==> config.mk <==
export PLATFORM = sky130hd
export DESIGN_NAME = io_port_arbiter_flat
export DESIGN_NICKNAME = d
export VERILOG_FILES = /design/src/rtl/io_port_arbiter_if.sv /design/src/rtl/io_port_arbiter.sv /design/src/flat_wrapper.sv
export SDC_FILE = /design/constraint.sdc
export NUM_CORES = 1
export LEC_CHECK = 0
export CAP_MARGIN = 20
export CORE_ASPECT_RATIO = 0.6
export CORE_MARGIN = 4
export CORE_UTILIZATION = 36
export CTS_BUF_LIST = sky130_fd_sc_hd__clkbuf_16
export CTS_CLUSTER_DIAMETER = 60
export DETAILED_ROUTE_END_ITERATION = 16
export PLACE_DENSITY_LB_ADDON = 0.25
export SKIP_CTS_REPAIR_TIMING = 1
export SLEW_MARGIN = 20
export SYNTH_ARGS = -nofsm -noshare
export SYNTH_HDL_FRONTEND = slang
export SYNTH_SLANG_ARGS = --single-unit
==> constraint.sdc <==
create_clock -name clk -period 2.1 [get_ports clk]
set_input_delay 0.42 -clock clk [delete_from_list [all_inputs] [get_ports clk]]
set_output_delay 0.42 -clock clk [all_outputs]
set_load 0.03 [all_outputs]
==> src/rtl/io_port_arbiter_if.sv <==
// CPU IO bus and device-port bundle for io_port_arbiter.
// master: arbiter view; slave: CPU plus device environment view.
interface io_port_arbiter_if #(
  parameter int unsigned DATABITWIDTH = 16,
  parameter int unsigned PORTCOUNT    = 4,
  parameter int unsigned REGADDRWIDTH = 4,
  parameter int unsigned MINORWIDTH   = 4
);
  logic                              IOOutREQ;
  logic                              IOOutACK;
  logic [MINORWIDTH-1:0]             IOMinorOpcode;
  logic [DATABITWIDTH-1:0]           IOOutAddress;
  logic [DATABITWIDTH-1:0]           IOOutData;
  logic [REGADDRWIDTH-1:0]           IOOutDestReg;
  logic [PORTCOUNT-1:0]              DevREQ;
  logic [PORTCOUNT-1:0]              DevACK;
  logic [MINORWIDTH-1:0]             DevMinorOpcode;
  logic [DATABITWIDTH-1:0]           DevAddress;
  logic [DATABITWIDTH-1:0]           DevData;
  logic [REGADDRWIDTH-1:0]           DevDestReg;
  logic [PORTCOUNT-1:0]              DevRespREQ;
  logic [PORTCOUNT-1:0]              DevRespACK;
  logic [PORTCOUNT*REGADDRWIDTH-1:0] DevRespDestReg;
  logic [PORTCOUNT*DATABITWIDTH-1:0] DevRespData;
  logic                              IOInREQ;
  logic                              IOInACK;
  logic [REGADDRWIDTH-1:0]           IOInDestReg;
  logic [DATABITWIDTH-1:0]           IOInData;
  logic                              TimeoutFlag;

  modport master (
    input  IOOutREQ, IOMinorOpcode, IOOutAddress, IOOutData, IOOutDestReg,
    input  DevACK, DevRespREQ, DevRespDestReg, DevRespData, IOInACK,
    output IOOutACK, DevREQ, DevMinorOpcode, DevAddress, DevData, DevDestReg,
    output DevRespACK, IOInREQ, IOInDestReg, IOInData, TimeoutFlag
  );

  modport slave (
    output IOOutREQ, IOMinorOpcode, IOOutAddress, IOOutData, IOOutDestReg,
    output DevACK, DevRespREQ, DevRespDestReg, DevRespData, IOInACK,
    input  IOOutACK, DevREQ, DevMinorOpcode, DevAddress, DevData, DevDestReg,
    input  DevRespACK, IOInREQ, IOInDestReg, IOInData, TimeoutFlag
  );
endinterface

==> src/rtl/io_port_arbiter.sv <==
// One-deep CPU IO request buffer with address-decoded device dispatch, plus a
// round-robin response arbiter back to the CPU. IOARB_TIMEOUT_EN adds a request watchdog.
module io_port_arbiter #(
  parameter int unsigned DATABITWIDTH  = 16,
  parameter int unsigned PORTCOUNT     = 4,
  parameter int unsigned REGADDRWIDTH  = 4,
  parameter int unsigned MINORWIDTH    = 4
`ifdef IOARB_TIMEOUT_EN
  ,
  parameter int unsigned TIMEOUTCYCLES = 1024
`endif
) (
  input logic               clk,
  input logic               clk_en,
  input logic               sync_rst,
  io_port_arbiter_if.master bus
);
  localparam int unsigned PORTADDRBITS = (PORTCOUNT > 1) ? $clog2(PORTCOUNT) : 1;
  localparam int unsigned SELW         = PORTADDRBITS + 1;

  // ---------------- request path ----------------
  logic                    req_valid;
  logic [PORTADDRBITS-1:0] sel;
  logic [MINORWIDTH-1:0]   dev_minor;
  logic [DATABITWIDTH-1:0] dev_addr;
  logic [DATABITWIDTH-1:0] dev_data;
  logic [REGADDRWIDTH-1:0] dev_dest;
  logic                    req_accept_c;
  logic                    req_done_c;
  logic                    sel_ok_c;
  logic                    timeout_hit_c;

  assign bus.IOOutACK  = clk_en & ~sync_rst & ~req_valid;
  assign req_accept_c  = bus.IOOutREQ & bus.IOOutACK;
  // Out-of-range port selects are accepted and then silently dropped
  assign sel_ok_c      = SELW'(sel) < SELW'(PORTCOUNT);
  assign req_done_c    = clk_en & req_valid & (~sel_ok_c | bus.DevACK[sel]);

  always_comb begin : dev_req_decode
    bus.DevREQ = '0;
    if (req_valid && sel_ok_c) bus.DevREQ[sel] = 1'b1;
  end

  always_ff @(posedge clk) begin : req_buf
    if (sync_rst) begin
      req_valid <= 1'b0;
      sel       <= '0;
      dev_minor <= '0;
      dev_addr  <= '0;
      dev_data  <= '0;
      dev_dest  <= '0;
    end else if (clk_en) begin
      if (req_accept_c) begin
        req_valid <= 1'b1;
        sel       <= bus.IOOutAddress[DATABITWIDTH-1 -: PORTADDRBITS];
        dev_minor <= bus.IOMinorOpcode;
        dev_addr  <= bus.IOOutAddress;
        dev_data  <= bus.IOOutData;
        dev_dest  <= bus.IOOutDestReg;
      end else if (req_done_c || timeout_hit_c) begin
        req_valid <= 1'b0;
      end
    end
  end

  assign bus.DevMinorOpcode = dev_minor;
  assign bus.DevAddress     = dev_addr;
  assign bus.DevData        = dev_data;
  assign bus.DevDestReg     = dev_dest;

`ifdef IOARB_TIMEOUT_EN
  localparam int unsigned TCW = (TIMEOUTCYCLES > 1) ? $clog2(TIMEOUTCYCLES) : 1;
  logic [TCW-1:0] timeout_cnt;
  logic           timeout_flag;

  assign timeout_hit_c = clk_en & req_valid & ~req_done_c &
                         (timeout_cnt == TCW'(TIMEOUTCYCLES - 1));

  // Counts stalled cycles of the buffered request; abandons it at the limit
  always_ff @(posedge clk) begin : watchdog
    if (sync_rst) begin
      timeout_cnt  <= '0;
      timeout_flag <= 1'b0;
    end else if (clk_en) begin
      timeout_flag <= timeout_hit_c;
      if (req_accept_c || req_done_c || timeout_hit_c) timeout_cnt <= '0;
      else if (req_valid)                              timeout_cnt <= timeout_cnt + TCW'(1);
    end
  end

  assign bus.TimeoutFlag = timeout_flag;
`else
  assign timeout_hit_c   = 1'b0;
  assign bus.TimeoutFlag = 1'b0;
`endif

  // ---------------- response path ----------------
  typedef enum logic {RESP_EMPTY, RESP_FULL} resp_state_t;

  resp_state_t             resp_state;
  resp_state_t             resp_state_nxt;
  logic [PORTADDRBITS-1:0] last_grant;
  logic [PORTADDRBITS-1:0] grant_idx_c;
  logic [PORTADDRBITS-1:0] probe_idx;
  logic                    grant_any_c;
  logic                    resp_grant_c;
  logic [REGADDRWIDTH-1:0] resp_tag_c;
  logic [DATABITWIDTH-1:0] resp_data_c;
  logic [REGADDRWIDTH-1:0] in_tag;
  logic [DATABITWIDTH-1:0] in_data;

  // First requester after the last winner, wrapping around
  always_comb begin : rr_search
    grant_any_c = 1'b0;
    grant_idx_c = last_grant;
    probe_idx   = '0;
    for (int unsigned k = 1; k <= PORTCOUNT; k++) begin
      probe_idx = PORTADDRBITS'((32'(last_grant) + k) % PORTCOUNT);
      if (!grant_any_c && bus.DevRespREQ[probe_idx]) begin
        grant_any_c = 1'b1;
        grant_idx_c = probe_idx;
      end
    end
  end

  always_comb begin : resp_payload_mux
    resp_tag_c  = '0;
    resp_data_c = '0;
    for (int unsigned p = 0; p < PORTCOUNT; p++) begin
      if (32'(grant_idx_c) == p) begin
        resp_tag_c  = bus.DevRespDestReg[p*REGADDRWIDTH +: REGADDRWIDTH];
        resp_data_c = bus.DevRespData[p*DATABITWIDTH +: DATABITWIDTH];
      end
    end
  end

  always_ff @(posedge clk) begin : resp_state_reg
    if (sync_rst)    resp_state <= RESP_EMPTY;
    else if (clk_en) resp_state <= resp_state_nxt;
  end

  always_comb begin : resp_fsm
    resp_state_nxt = resp_state;
    resp_grant_c   = 1'b0;
    case (resp_state)
      RESP_EMPTY: begin
        if (clk_en && !sync_rst && grant_any_c) begin
          resp_grant_c   = 1'b1;
          resp_state_nxt = RESP_FULL;
        end
      end
      RESP_FULL: begin
        if (clk_en && bus.IOInACK) resp_state_nxt = RESP_EMPTY;
      end
      default: resp_state_nxt = RESP_EMPTY;
    endcase
  end

  always_comb begin : resp_ack_decode
    bus.DevRespACK = '0;
    if (resp_grant_c) bus.DevRespACK[grant_idx_c] = 1'b1;
  end

  always_ff @(posedge clk) begin : resp_buf
    if (sync_rst) begin
      last_grant <= PORTADDRBITS'(PORTCOUNT - 1);
      in_tag     <= '0;
      in_data    <= '0;
    end else if (resp_grant_c) begin
      last_grant <= grant_idx_c;
      in_tag     <= resp_tag_c;
      in_data    <= resp_data_c;
    end
  end

  assign bus.IOInREQ     = (resp_state == RESP_FULL);
  assign bus.IOInDestReg = in_tag;
  assign bus.IOInData    = in_data;

endmodule

==> src/flat_wrapper.sv <==
// flat-port wrapper written by rule: the top's interface ports become plain ports
module io_port_arbiter_flat 
#(
  parameter int unsigned DATABITWIDTH  = 16,
  parameter int unsigned PORTCOUNT     = 4,
  parameter int unsigned REGADDRWIDTH  = 4,
  parameter int unsigned MINORWIDTH    = 4

)
  (clk, clk_en, sync_rst, bus_IOOutREQ, bus_IOMinorOpcode, bus_IOOutAddress, bus_IOOutData, bus_IOOutDestReg, bus_DevACK, bus_DevRespREQ, bus_DevRespDestReg, bus_DevRespData, bus_IOInACK, bus_IOOutACK, bus_DevREQ, bus_DevMinorOpcode, bus_DevAddress, bus_DevData, bus_DevDestReg, bus_DevRespACK, bus_IOInREQ, bus_IOInDestReg, bus_IOInData, bus_TimeoutFlag);
  io_port_arbiter_if #(.DATABITWIDTH(DATABITWIDTH), .PORTCOUNT(PORTCOUNT), .REGADDRWIDTH(REGADDRWIDTH), .MINORWIDTH(MINORWIDTH)) bus_i ();
  input logic clk;
  input logic clk_en;
  input logic sync_rst;
  input wire logic [$bits(bus_i.IOOutREQ)-1:0] bus_IOOutREQ;
  input wire logic [$bits(bus_i.IOMinorOpcode)-1:0] bus_IOMinorOpcode;
  input wire logic [$bits(bus_i.IOOutAddress)-1:0] bus_IOOutAddress;
  input wire logic [$bits(bus_i.IOOutData)-1:0] bus_IOOutData;
  input wire logic [$bits(bus_i.IOOutDestReg)-1:0] bus_IOOutDestReg;
  input wire logic [$bits(bus_i.DevACK)-1:0] bus_DevACK;
  input wire logic [$bits(bus_i.DevRespREQ)-1:0] bus_DevRespREQ;
  input wire logic [$bits(bus_i.DevRespDestReg)-1:0] bus_DevRespDestReg;
  input wire logic [$bits(bus_i.DevRespData)-1:0] bus_DevRespData;
  input wire logic [$bits(bus_i.IOInACK)-1:0] bus_IOInACK;
  output wire logic [$bits(bus_i.IOOutACK)-1:0] bus_IOOutACK;
  output wire logic [$bits(bus_i.DevREQ)-1:0] bus_DevREQ;
  output wire logic [$bits(bus_i.DevMinorOpcode)-1:0] bus_DevMinorOpcode;
  output wire logic [$bits(bus_i.DevAddress)-1:0] bus_DevAddress;
  output wire logic [$bits(bus_i.DevData)-1:0] bus_DevData;
  output wire logic [$bits(bus_i.DevDestReg)-1:0] bus_DevDestReg;
  output wire logic [$bits(bus_i.DevRespACK)-1:0] bus_DevRespACK;
  output wire logic [$bits(bus_i.IOInREQ)-1:0] bus_IOInREQ;
  output wire logic [$bits(bus_i.IOInDestReg)-1:0] bus_IOInDestReg;
  output wire logic [$bits(bus_i.IOInData)-1:0] bus_IOInData;
  output wire logic [$bits(bus_i.TimeoutFlag)-1:0] bus_TimeoutFlag;
  assign bus_i.IOOutREQ = bus_IOOutREQ;
  assign bus_i.IOMinorOpcode = bus_IOMinorOpcode;
  assign bus_i.IOOutAddress = bus_IOOutAddress;
  assign bus_i.IOOutData = bus_IOOutData;
  assign bus_i.IOOutDestReg = bus_IOOutDestReg;
  assign bus_i.DevACK = bus_DevACK;
  assign bus_i.DevRespREQ = bus_DevRespREQ;
  assign bus_i.DevRespDestReg = bus_DevRespDestReg;
  assign bus_i.DevRespData = bus_DevRespData;
  assign bus_i.IOInACK = bus_IOInACK;
  assign bus_IOOutACK = bus_i.IOOutACK;
  assign bus_DevREQ = bus_i.DevREQ;
  assign bus_DevMinorOpcode = bus_i.DevMinorOpcode;
  assign bus_DevAddress = bus_i.DevAddress;
  assign bus_DevData = bus_i.DevData;
  assign bus_DevDestReg = bus_i.DevDestReg;
  assign bus_DevRespACK = bus_i.DevRespACK;
  assign bus_IOInREQ = bus_i.IOInREQ;
  assign bus_IOInDestReg = bus_i.IOInDestReg;
  assign bus_IOInData = bus_i.IOInData;
  assign bus_TimeoutFlag = bus_i.TimeoutFlag;
  io_port_arbiter #(.DATABITWIDTH(DATABITWIDTH), .PORTCOUNT(PORTCOUNT), .REGADDRWIDTH(REGADDRWIDTH), .MINORWIDTH(MINORWIDTH)) u_core (.clk(clk), .clk_en(clk_en), .sync_rst(sync_rst), .bus(bus_i));
endmodule
After elaboration in Yosys (flattened, before gate mapping)
Cells that the tools add are included. Widths: inputs -> output; s select.

Add/subtract/negate cells: 4. Magnitude comparators: 8. Eq/ne operators: 3. Multiplexer cells: 38. Bitwise operators: 8. Reduce and logical (&&, ||, !) cells: 16.

Operator list (number): $mux 16 (4); $mux 4 (6); $lt 2x3->1 const B (6); $mux 1 (16); $bmux 1 s2 (5); $logic_and 1x1->1 (8); $mux 2 (4); $and 1x1->1 (5); $add 2x1->2 const B (2); $add 2x2->2 const B (2); $demux 1 s2 (2); $eq 2x2->1 const B (2); $ge 2x1->1 const B (2); $logic_not 1->1 (4); $reduce_and 2->1 (2); $not 1->1 (3); $eq 2x1->1 const B (1); $logic_not 2->1 (1); $pmux 1 s2 (1); $reduce_bool 2->1 (1).

Register bits after elaboration: 66. Bits of input ports: 133. Output and inout port bits: 71. Logic and storage cells: 87.

Logic depth before layout (Yosys ltp)
Gate-level depths: netlist (run 1).

Depth in word-level cells: 18. Depth in mapped cells: 7. Mapped depth without buffers: 5.

Worst setup path before layout (run 1)
Ideal clock, no wire load.

Kind: input to output. Start point: input port sync_rst. End point: output port bus_DevRespACK[3]. Arrival: 1731 ps. Required time: 1680 ps. Setup slack: -51 ps. Stages on the path: 5. Buffers on the path: 1. Cells stage by stage: nand2b_1 -> nor2_1 -> nand2_1 -> buf_2 -> nor3_1.

Cells in the longest elaborated chain, start to end: 6.

RTL lines: start: declaration (line flat_wrapper.sv:14) `input logic sync_rst;`; $logic_not 1->1 (line io_port_arbiter.sv:147) `if (clk_en && !sync_rst && grant_any_c) begin`; $logic_and 1x1->1 (2 in series) (line io_port_arbiter.sv:147); $mux 1 (line io_port_arbiter.sv:147); $mux 1 (line io_port_arbiter.sv:145) `case (resp_state)`; $mux 4 (line io_port_arbiter.sv:161) `if (resp_grant_c) bus.DevRespACK[grant_idx_c] = 1'b1;`; end: declaration (line flat_wrapper.sv:31) `output wire logic [$bits(bus_i.DevRespACK)-1:0] bus_DevRespACK;`.

Every way passes these cells.

Worst setup path in the final report (run 1)
Start point: register u_core.last_grant[0]. End point: output port bus_DevRespACK[2].

Cells in the longest elaborated chain, start to end: 18. Elaborated cells on any way between the ends: 35. Classes of those cells: add/sub (4); order compare (2); mux (21); reduce/logical (8).

RTL lines: start: declaration (line io_port_arbiter.sv:102) `logic [PORTADDRBITS-1:0] last_grant;`; start signal: assignment (line io_port_arbiter.sv:166) `last_grant <= PORTADDRBITS'(PORTCOUNT - 1);`; start signal: assignment (line io_port_arbiter.sv:170) `last_grant <= grant_idx_c;`; $add 2x1->2 (line io_port_arbiter.sv:118) `probe_idx = PORTADDRBITS'((32'(last_grant) + k) % PORTCOUNT);`; $bmux 1 s2 (line io_port_arbiter.sv:119) `if (!grant_any_c && bus.DevRespREQ[probe_idx]) begin`; $mux 1 (not written as such) (line io_port_arbiter.sv:119); $mux 1 (line io_port_arbiter.sv:119); $logic_not 1->1 (line io_port_arbiter.sv:119); $logic_and 1x1->1 (line io_port_arbiter.sv:119); $mux 1 (line io_port_arbiter.sv:119); $logic_not 1->1 (line io_port_arbiter.sv:119); [... 2 more ...]; $logic_not 1->1 (line io_port_arbiter.sv:119); $logic_and 1x1->1 (line io_port_arbiter.sv:119); $mux 2 (line io_port_arbiter.sv:119); $lt 2x3->1 (not written as such) or $ge 2x1->1 (tied branches) (line io_port_arbiter.sv:161); $logic_and 1x1->1 (not written as such) (line io_port_arbiter.sv:161); $mux 1 (not written as such) (line io_port_arbiter.sv:161); $demux 1 s2; $mux 4 (*) (line io_port_arbiter.sv:161).

Mark *: on every way between the ends. The rest lies on a longest branch, timed or not. The select of a mux whose other input is x is not followed.

==> metrics, run 1 <==
diode count=0; placer congestion estimate=about 0.86; Area Growth Syn to Fin=89.6%; Peak VDD IR=between 0.0005 and 0.0006 V; Period Utilization, post-route=0.984; Post-Route Utilization=0.710; Final Worst Setup Slack=33.0 ps; nets=720; RSZ-0062 raised after global routing=true; CTS Buf Count=9; Clk pin slew, worst setup/hold paths=~60 ps; Via Count=roughly 3,700; largest fanout on the critical path=6; vias in the first global route=about 3,700; # IOs=approximately 200; Hold Crit Endpoint=u_core.bus.DevMinorOpcode[0]$_SDFFE_PP0P_; Post-synth EDFFs=0; Reg2Reg Capture Point=u_core.bus.IOInData[8]$_SDFFE_PP0P_; Worst Max-Slew Pin Slew=approximately 760 ps; DRC viols=0; r2r startpoint=u_core.last_grant[0]$_SDFFE_PP1P_; Post-Syn Nets=a little over 500; CP Class=reg -> out; Crit. End Element=output pin; clock latency on the worst-skew pair=320 ps; Final Hold Slack=~450 ps; commonest non-fill, non-tap cells in the layout=188 x clkdlybuf4s50_1, 84 x nand2_1, 62 x dfxtp_1; core area=just under 0.008 mm2; largest net degree at the start of global routing=65; Final Max Slew Viols=0; Post-DP HPWL=9190 um; Avg Inst Size Synth=7.97 um2; clock buffer depth=2; YS warnings=0; WL per Instance=roughly 17 um; CTS tree=done; worst hold start=u_core.bus.DevMinorOpcode[0]$_SDFFE_PP0P_; final wirelength=12,100 um; Fin. Hold Viols=0; status=completed; Mapped Area=between 0.002 and 0.003 mm2; critical-path cell with the highest stage delay=dfxtp_2; worst r2r path cells=6; Pleak=approximately 0.0021 uW; CP startpoint kind=flop; achievable clock frequency=0.484 GHz; Place WS=-444 ps; Worst EP required=between 1500 and 2000 ps; distinct cell type count after synthesis=42; Sw Ratio=0.284; Sink Count=64; Slowest Stage Delay on Critical Path=approximately 340 ps; Worst Clk Skew=between 8 and 9 ps; global-route wire length before repair=18,900 um; vias per inst=about 5.2; reg2reg setup slack=120 ps; critical path's most frequent cell=buf_4; final setup vio count=0; htree depth=3; FP Rows=25; ys async rst share=0; post-route ant nets=0; flops & latches, synth=64; Gate Count Post-Synth=roughly 370; antenna violations before repair=0; P_int=between 2000 and 3000 uW; PD cells=about 670 mW/mm2; layout cells sized above 1=0.135; crit path DAT=~1700 ps; Clock power frac=0.388; die area=0.00982 mm2; clock root buffer master=clkbuf_16; chip height=between 70 and 80 um; NetSw=1080 uW; Die W=125 um; Detailed Routing Iterations Pass 1=4; drt initial violations=about 140; Max-cap violations=0; Congestion Overflow GR=0; critical-path cell list=buf_4 -> a22oi_1 -> o21ai_2 -> buf_4 -> and2_1 -> buf_4; relative slew slack=0.493; register area share after synthesis=0.431; min-delay worst type=reg -> reg; Flop pwr share=0.348; most common cell after layout, fill and taps aside=clkdlybuf4s50_1; hold depth=2; all-layer global routing usage=0.238; I/O Buffers=around 200; Starting Density=0.374; Comb power frac=0.264; crit path time final=between 2000 and 2500 ps; Post-synth top flop=dfxtp_1
-- power groups by stage --
stage                     Combinational, uW  Clock [uW]  Sequential [uW]
after detailed placement                982           0             1350
after global placement                  967           0             1340
after floorplan                         334           0             1460
after CTS                               990        1510             1320
after global routing                   1070        1560             1330
final                                  1000        1470             1320
-- state kept, by name (all words and copies together) (netlist names) --
signal / count
u_core.bus.IOInREQ: 1
u_core.sel: 1
u_core.last_grant: 2
u_core.bus.DevMinorOpcode: 4
u_core.bus.DevData: 16
u_core.bus.DevDestReg: 4
u_core.bus.IOInDestReg: 4
u_core.bus.DevAddress: 15
u_core.bus.IOInData: 16
u_core.req_valid: 1
-- cells in the mapped netlist (3+ instances only) --
cell / instances / area share
nor2b_1: 11 / 0.023
nand2b_1: 3 / 0.0063
o22ai_1: 9 / 0.019
nand2_1: 84 / 0.11
buf_2: 13 / 0.022
clkbuf_1: 15 / 0.019
nor3b_1: 3 / 0.0076
buf_4: 3 / 0.0076
a21oi_1: 52 / 0.088
dfxtp_1: 64 / 0.43
nand3_1: 21 / 0.035
nor2_1: 18 / 0.023
a311oi_1: 12 / 0.035
nor3_1: 4 / 0.0067
o32ai_1: 9 / 0.027
a221oi_1: 9 / 0.027
a31oi_1: 9 / 0.019
o21ai_1: 3 / 0.0050
-- cell type report --
cell class,count,area (um2)
repair buffers,235,2320
fillers,634,2310
multi-input cells,274,1590
flip-flops and latches,64,1290
clock buffers,9,225
well taps,108,135
clock inverters,7,72.6
inverters,3,11.3
-- stage by stage --
step	power, uW	cell area [um2]	TNS (ps)	cells
finish	3790	5640	0	700
global route	3960	5640	-17.8	700
CTS	3820	5570	-1450	700
detailed placement	2330	5270	-7750	684
global placement	2310	5270	-6230	684
floorplan	1790	2980	0	373
-- critical path, delay by kind of cell, from the launching register on --
family	cells	cell delay, ps
and+or+nand+nor	1	170
AOI/OAI and AO/OA	2	330
buffers and inverters	3	480
DFF	1	340
-- worst max path at each step --
stage | startpoint | endpoint | slack [ps]
2_1_floorplan | bus_DevRespREQ[0] | bus_DevRespACK[2] | 160
3_3_place_gp | bus_DevRespREQ[1] | u_core.bus.IOInData[8]$_SDFFE_PP0P_ | -390
3_5_place_dp | bus_DevRespREQ[1] | u_core.bus.IOInData[8]$_SDFFE_PP0P_ | -440
4_1_cts | bus_DevRespREQ[1] | bus_DevRespACK[2] | -340
5_1_grt | u_core.last_grant[0]$_SDFFE_PP1P_ | bus_DevRespACK[1] | -20
6_report | u_core.last_grant[0]$_SDFFE_PP1P_ | bus_DevRespACK[2] | 30
-- cells by family after synthesis --
family | share of synthesized area
AO/OA/AOI/OAI | 0.270
buffers and inverters | 0.0560
flip-flops | 0.431
multiplexers | 0.00758
other | 0.00126
AND/OR/NAND/NOR | 0.234
-- per-layer routing --
layer  wire length, um  global-route usage  part of all wire  up-vias
li1                  -                   -                 -     1765
met1              5210               0.300              0.43     1734
met2              5660               0.390              0.47      148
met3              1020              0.0795             0.084       20
met4               246              0.0736             0.020        0
met5                 0                   0                 0        -
(Power assumes the default switching activity.)
==> inputs of run 2 (changes only) <==
Settings changed: CORE_MARGIN 4 to 2.
==> metrics, run 2 (synthesis results as in run 1) <==
# fillers=approximately 640; critical-path cell list=nand2b_4 -> a21oi_2 -> or3_4 -> and3_4 -> buf_6; Slowest Stage Delay on Critical Path=~400 ps; Fin. Hold Viols=0; reg2reg setup slack=about 230 ps; Sink Count=64; FP Rows=25; clock buffer depth=2; Die W=around 120 um; fin area=between 0.005 and 0.006 mm2; global-route wire length before repair=18,400 um; hold depth=2; commonest non-fill, non-tap cells in the layout=187 x clkdlybuf4s50_1, 84 x nand2_1, 62 x dfxtp_1; crit path DAT=1640 ps; Congestion Overflow GR=0; Final Max Slew Viols=0; chip height=74.4 um; core area=0.00795 mm2; Final Hold Slack=roughly 450 ps; diode count=0; Reg2Reg Capture Point=u_core.bus.IOInData[4]$_SDFFE_PP0P_; footprint of the multi-input gates=roughly 0.0016 mm2; vias in the first global route=3,563; I/O Buffers=between 200 and 250; clock root buffer master=clkbuf_16; Worst Clk Skew=about 5.4 ps; DP Area=0.00525 mm2; PD cells=a little under 700 mW/mm2; Area Growth Syn to Fin=89.6%; Clk pin slew, worst setup/hold paths=60 ps; WL per Instance=approximately 17 um; register area=~0.0013 mm2; post-route ant nets=0; Crit. path cell count=5; vias per inst=approximately 5.3; Via Count=around 3,700; r2r startpoint=u_core.last_grant[0]$_SDFFE_PP1P_; Peak VDD IR=around 0.00045 V; largest fanout on the critical path=5; die area=between 0.009 and 0.01 mm2; nets=720; layout cells sized above 1=0.137; final setup vio count=0; DRC viols=0; Period Utilization, post-route=0.982; CTS tree=done; status=completed; final wirelength=12,200 um; critical-path cell with the highest stage delay=or3_4; Hold Crit Endpoint=u_core.bus.DevMinorOpcode[2]$_SDFFE_PP0P_; Worst path top cell family by delay=simple AND/OR/NAND/NOR gates; Worst EP required=about 1700 ps; worst hold start=u_core.bus.DevMinorOpcode[2]$_SDFFE_PP0P_; Worst Max-Slew Pin Slew=between 700 and 800 ps; all-layer global routing usage=0.266; critical path buffer and inverter count=1; Detailed Routing Iterations Pass 1=4; Max-cap violations=0; min-delay worst type=reg -> reg; M1 GR Usage=0.330; worst r2r path cells=7; CTS Buf Count=9; # IOs=204; achievable clock frequency=~0.48 GHz; antenna violations before repair=0; Pleak=between 0.002 and 0.0025 uW; htree depth=3; Post-DP HPWL=around 9000 um; GR met3 Demand/Resource=0.0821; crit path time final=2060 ps; RSZ-0062 raised after global routing=false; Crit. End Element=output pin; clock latency on the worst-skew pair=330 ps; Starting Density=0.374; CP startpoint kind=flop; most common cell after layout, fill and taps aside=clkdlybuf4s50_1; placer congestion estimate=between 0.8 and 0.9; drt initial violations=~160; grt peak-use layer=met2; CP Class=reg -> out; relative slew slack=0.532; GR Util met2=0.443; largest net degree at the start of global routing=65
==> run 2: per-stage QoR <==
stage          setup WS [ps]  utilization  TNS [ps]  std cells  power, uW
3_3_place_gp            -279        0.661     -5730        683       2300
3_5_place_dp            -442        0.661     -9230        683       2330
6_report                37.7        0.709         0        700       3810
4_1_cts                 -347        0.699     -2120        699       3830
2_1_floorplan            160            -         0        373       1790
5_1_grt                 3.60        0.709         0        700       3970
==> run 2: final cells by class <==
cell class / count / area share
repair buffers: 235 / 0.410
multi-input cells: 274 / 0.282
flip-flops and latches: 64 / 0.228
clock buffers: 9 / 0.0400
well taps: 108 / 0.0240
clock inverters: 7 / 0.0129
inverters: 3 / 0.00244
==> run 2: where the power goes <==
part	internal [uW]	switching (uW)	leakage [uW]	total, uW
Combinational	513	491	0.00150	1000
Clock	917	566	0.000141	1480
Sequential	1280	44.1	0.000522	1320
Total	2710	1100	0.00216	3810
==> run 2: worst max path at each step <==
stage / from / to / slack [ps]
global placement: bus_DevRespREQ[0] / bus_DevRespACK[1] / -280
floorplan: bus_DevRespREQ[0] / bus_DevRespACK[2] / 160
detailed placement: bus_DevRespREQ[1] / u_core.bus.IOInData[1]$_SDFFE_PP0P_ / -440
global route: u_core.last_grant[0]$_SDFFE_PP1P_ / bus_DevRespACK[1] / 4
finish: u_core.last_grant[0]$_SDFFE_PP1P_ / bus_DevRespACK[1] / 40
CTS: bus_DevRespREQ[1] / bus_DevRespACK[2] / -350
==> run 2: metal layers <==
layer | part of all wire | routed length (um)
met1 | 0.43 | 5210
met2 | 0.47 | 5760
met3 | 0.078 | 954
met4 | 0.022 | 267
met5 | 0 | 0
==> run 2: worst min-delay path: cells and delay by family, from the launching register on <==
kind / cells / cell delay, ps
flip-flops: 1 / 310
AO/OA/AOI/OAI: 1 / 50
AND/OR/NAND/NOR: 1 / 50
==> inputs of run 3 (changes only) <==
Settings changed: SKIP_CTS_REPAIR_TIMING 1 to default.
==> metrics, run 3 (synthesis results as in run 1) <==
Fin. Hold Viols=0; most common cell after layout, fill and taps aside=clkdlybuf4s50_1; Worst path top cell family by delay=simple AND/OR/NAND/NOR gates; clock root buffer master=clkbuf_16; Worst Clk Skew=between 4 and 5 ps; clock latency on the worst-skew pair=around 330 ps; Sink Count=64; Worst Max-Slew Pin Slew=a little under 700 ps; antenna violations before repair=0; drt initial violations=between 150 and 200; Via Count=roughly 3,700; layout cells sized above 1=0.145; Final Total Pwr=3820 uW; Crit. End Element=output pin; Final Worst Setup Slack=around 37 ps; core area=0.00795 mm2; Max-cap violations=0; critical-path cell with the highest stage delay=or3_4; Place WS=-442 ps; all-layer global routing usage=0.267; Setup TNS=0 ps; Worst EP required=about 1700 ps; htree depth=3; critical path buffer and inverter count=2; CTS tree=done; nets=about 720; Sw Ratio=0.290; chip height=roughly 74 um; largest fanout on the critical path=3; vias in the first global route=3,581; P_int=between 2000 and 3000 uW; PD cells=678 mW/mm2; CP startpoint kind=primary input; Peak VDD IR=~0.00045 V; min-delay worst type=reg -> reg; Comb power frac=0.265; Starting Density=0.374; commonest non-fill, non-tap cells in the layout=187 x clkdlybuf4s50_1, 84 x nand2_1, 62 x dfxtp_1; Final Max Slew Viols=0; worst r2r path cells=7; largest net degree at the start of global routing=65; global-route wire length before repair=~18,000 um; Post-DP HPWL=8980 um; Crit. path cell count=6; # fillers=roughly 650; critical-path cell list=clkdlybuf4s15_1 -> nand2b_1 -> a21oi_2 -> or3_4 -> and3_4 -> buf_4; FP Rows=25; relative slew slack=0.542; Clk pin slew, worst setup/hold paths=roughly 60 ps; Slowest Stage Delay on Critical Path=around 400 ps; placer congestion estimate=0.840; Area Growth Syn to Fin=89.8%; Pleak=between 0.002 and 0.0025 uW; diode count=0; Die W=121 um; status=completed; NetSw=1110 uW; WL per Instance=around 17 um; CP Class=in -> out; Flop pwr share=0.346; CTS Buf Count=9; Clock power frac=0.389; post-route ant nets=0; crit path DAT=between 1500 and 2000 ps; hold depth=2; final setup vio count=0; vias per inst=approximately 5.3; achievable clock frequency=0.485 GHz; Period Utilization, post-route=0.982; Congestion Overflow GR=0; I/O Buffers=202; crit path time final=approximately 2100 ps; clock buffer depth=2; DRC viols=0; # IOs=204; die area=about 0.009 mm2; Detailed Routing Iterations Pass 1=4; RSZ-0062 raised after global routing=false; final wirelength=12,300 um; Hold-fix buffers, CTS=0
run 3: changes by cell type in the layout (fill, tap and decap cells not counted):
| cell | change |
|---|---|
| nor2_2 | -1 |
| dlygate4sd2_1 | +1 |
| buf_6 | -1 |
| clkdlybuf4s15_2 | +1 |
| clkbuf_2 | +1 |
| nor3b_1 | -1 |
| nor3b_2 | +1 |
| dlymetal6s2s_1 | -4 |
| buf_4 | +3 |
| clkdlybuf4s15_1 | +1 |
| nor2_4 | +1 |
run 3: cell type report:
class                   instances  area, um2  area share
repair buffers                237       2310       0.409
clock inverters                 7       72.6      0.0129
flip-flops and latches         64       1290       0.228
clock buffers                   9        225      0.0399
multi-input cells             274       1600       0.284
well taps                     108        135      0.0239
inverters                       3       13.8     0.00244
run 3: metal layers:
metal | up-vias | part of all wire | global-route usage
met3 | 23 | 0.089 | 0.0813
met2 | 185 | 0.48 | 0.451
met1 | 1726 | 0.41 | 0.328
met4 | 0 | 0.020 | 0.102
li1 | 1774 | - | -
met5 | - | 0 | 0
run 3: worst register-to-register path: stages, from the launching register on:
cell      delay (ps)
dfxtp_4          360
buf_4            160
nor2b_1          150
a311oi_2          80
nor2_2           520
buf_4            270
a31oi_1          110
o32ai_1          140
run 3: per-stage QoR:
step / util / hold WS [ps] / area (um2) / cells
2_1_floorplan: - / 515 / 2980 / 373
3_3_place_gp: 0.661 / 441 / 5250 / 683
3_5_place_dp: 0.661 / 449 / 5250 / 683
4_1_cts: 0.703 / 454 / 5590 / 700
5_1_grt: 0.710 / 473 / 5640 / 702
6_report: 0.710 / 451 / 5640 / 702
run 3: what timing repair did:
action | CTS | global route
pin swaps | 3 | 2
buffers inserted | 1 | 2
gates cloned | 0 | 0
endpoints found under the setup margin | 22 | 8
gates resized for setup | 18 | 16
run 3: final timing paths:
kind | start | end | slack [ps]
setup / recovery | bus_DevRespREQ[0] | bus_DevRespACK[1] | 40
hold / removal | u_core.bus.DevMinorOpcode[2]$_SDFFE_PP0P_ | u_core.bus.DevMinorOpcode[2]$_SDFFE_PP0P_ | 450
setup reg to reg | u_core.last_grant[0]$_SDFFE_PP1P_ | u_core.bus.IOInData[4]$_SDFFE_PP0P_ | 220
hold reg to reg | u_core.bus.DevMinorOpcode[2]$_SDFFE_PP0P_ | u_core.bus.DevMinorOpcode[2]$_SDFFE_PP0P_ | 450
run 3: power groups by stage:
stage	clock network (uW)	logic [uW]	registers, uW
floorplan	0	334	1460
global placement	0	955	1340
detailed placement	0	978	1350
CTS	1520	990	1320
global route	1570	1080	1330
finish	1490	1010	1320
==> variant, RTL diff (config.mk and constraints of run 1) <==
The option `IOARB_TIMEOUT_EN` is turned on by a define.
--- a/src/rtl/io_port_arbiter.sv
+++ b/src/rtl/io_port_arbiter.sv
@@ -2,2 +2,4 @@
 // round-robin response arbiter back to the CPU. IOARB_TIMEOUT_EN adds a request watchdog.
+`define IOARB_TIMEOUT_EN
+
 module io_port_arbiter #(
Formal check against the unedited RTL: same outputs for any inputs over 4 cycles, from zero or initial values and one cycle with sync_rst high; that may be too few to reach the edited logic, so the function may still have changed.
==> variant against run 1 <==
- hold slack worse by 0.0036 ns
- synthesized area is 24% higher
- sequential cell count is 11 higher
- power is 13% higher
- worst setup slack better by 0.0060 ns
- largest power group is now registers
- routed wire length is 11% higher
- maximum frequency is 0.29% higher
- final area is 14% higher
==> variant: results (changes against run 1) <==
stage	metric	value	unit	change
synth	Post-synth ARST share	0		unchanged
synth	Synth top cells by count	110 x nand2_1, 75 x dfxtp_1, 45 x a21oi_1		
place	port buffer count	203		+0.50%
synth	Unique masters post-synth	54		+29%
power_and_ir_drop	Pint	3.03	mW	+12%
global_route	vias in the first global route	4258		+15%
sta	# setup viols final	0		unchanged
drt	Post-Route WL	13.4	mm	+11%
power_and_ir_drop	P_leak	2.46	nW	+14%
sta	slew margin rel.	0.497		+0.00425
finish	NumNets Final	798		+11%
drt	number of DRC markers in iteration 0	237		+68%
drt	wire per inst	16.7	um	-3.9%
place	placed insts	785		+15%
global_route	GRT Total Usage	0.216		-0.0219
place	Final GP Congestion	0.887		+3.6%
clock_tree	H-tree levels	3		unchanged
global_route	initial antenna violation count	1		+1
drt	vias post-DR	4101		+12%
clock_tree	Root Driver	clkbuf_16		
synth	Mapped Nets	579		+14%
global_route	first-pass GRT wire length	21.0	mm	+11%
finish	final core occ	0.649		-0.0606
place	Post-DP HPWL	10.5	mm	+14%
synth	cell count after synthesis	445		+19%
clock_tree	clock slew at reported path FFs	0.06	ns	about the same
synth	Netlist Area Pre-Place	0.00367	mm^2	+24%
place	dpl ws	-0.441	ns	+0.00298 ns
worst_setup_path	Crit Path Max Fanout	8		+2
finish	layout cells sized above 1	0.141		+0.00537
worst_setup_path	worst endpoint data arrival time	1.64	ns	
clock_tree	CTS Buffer Depth	2		unchanged
clock_tree	clk_lat worst skew	0.33	ns	
synth	Synth Flop Type	dfxtp_1		
run_status	status	finished clean		
global_route	largest net degree at the start of global routing	51		-22%
drt	Pre-antenna DRT Iters	5		+1
synth	Ys Warns	0		unchanged
synth	register area share after synthesis	0.409		-0.0221
power_and_ir_drop	Peak VDD IR	0.428	mV	-19%
synth	synth top area cells	dfxtp_1 41%, nand2_1 11%, a21oi_1 6.1%		
place	Placed Area	0.00601	mm^2	+14%
sta	clock skew	0.00611	ns	-0.00277 ns
clock_tree	CTS buffer count	9		unchanged
min_path	Hold WC Path Type	primary input to flip-flop		
finish	fill count	804		+27%
[variant: final timing paths]
kind / start / endpoint / slack [ns] / cells after the start
worst min-delay path: sync_rst / u_core.bus.TimeoutFlag / 0.45 / 2
worst min register to register: u_core.bus.DevData[14] / u_core.bus.DevData[14] / 0.45 / 2
worst max register to register: u_core.last_grant[0] / u_core.bus.IOInData[10] / 0.19 / 7
worst max-delay path: u_core.last_grant[0] / bus_DevRespACK[0] / 0.04 / 5
[variant: logic make-up after synthesis]
logic type | synth area share
flops | 0.409
fa+ha+maj | 0.00341
mux | 0.00613
buf+inv | 0.0603
simple gates | 0.262
compound gates | 0.240
xor+xnor | 0.0191
[variant: final cells by class]
type,instances,share of cell area
antenna,1,0.000389
inverter,4,0.00233
sequential,75,0.234
timing repair buffer,244,0.375
tap,135,0.0262
clock inverter,7,0.0119
clock buffer,9,0.0350
multi-input combinational,330,0.315
[variant: per-layer routing]
layer	share of wire	GRT usage
met5	0	0
met4	0.012	0.0583
met3	0.072	0.0733
met2	0.48	0.358
met1	0.44	0.274
[variant: worst max-delay path, cell delays in order, from the launching register on]
cell and delay (ns):
dfxtp_4 0.39, nor2b_1 0.08, a21o_1 0.20, a211oi_4 0.28, and3_4 0.23, buf_4 0.15
[variant: power groups by stage]
stage	registers [mW]	clock network, mW	logic [mW]
6_report	1.56	1.55	1.18
5_1_grt	1.57	1.64	1.26
4_1_cts	1.56	1.59	1.16
3_5_place_dp	1.59	0	1.15
3_3_place_gp	1.59	0	1.13
2_1_floorplan	1.72	0	0.454
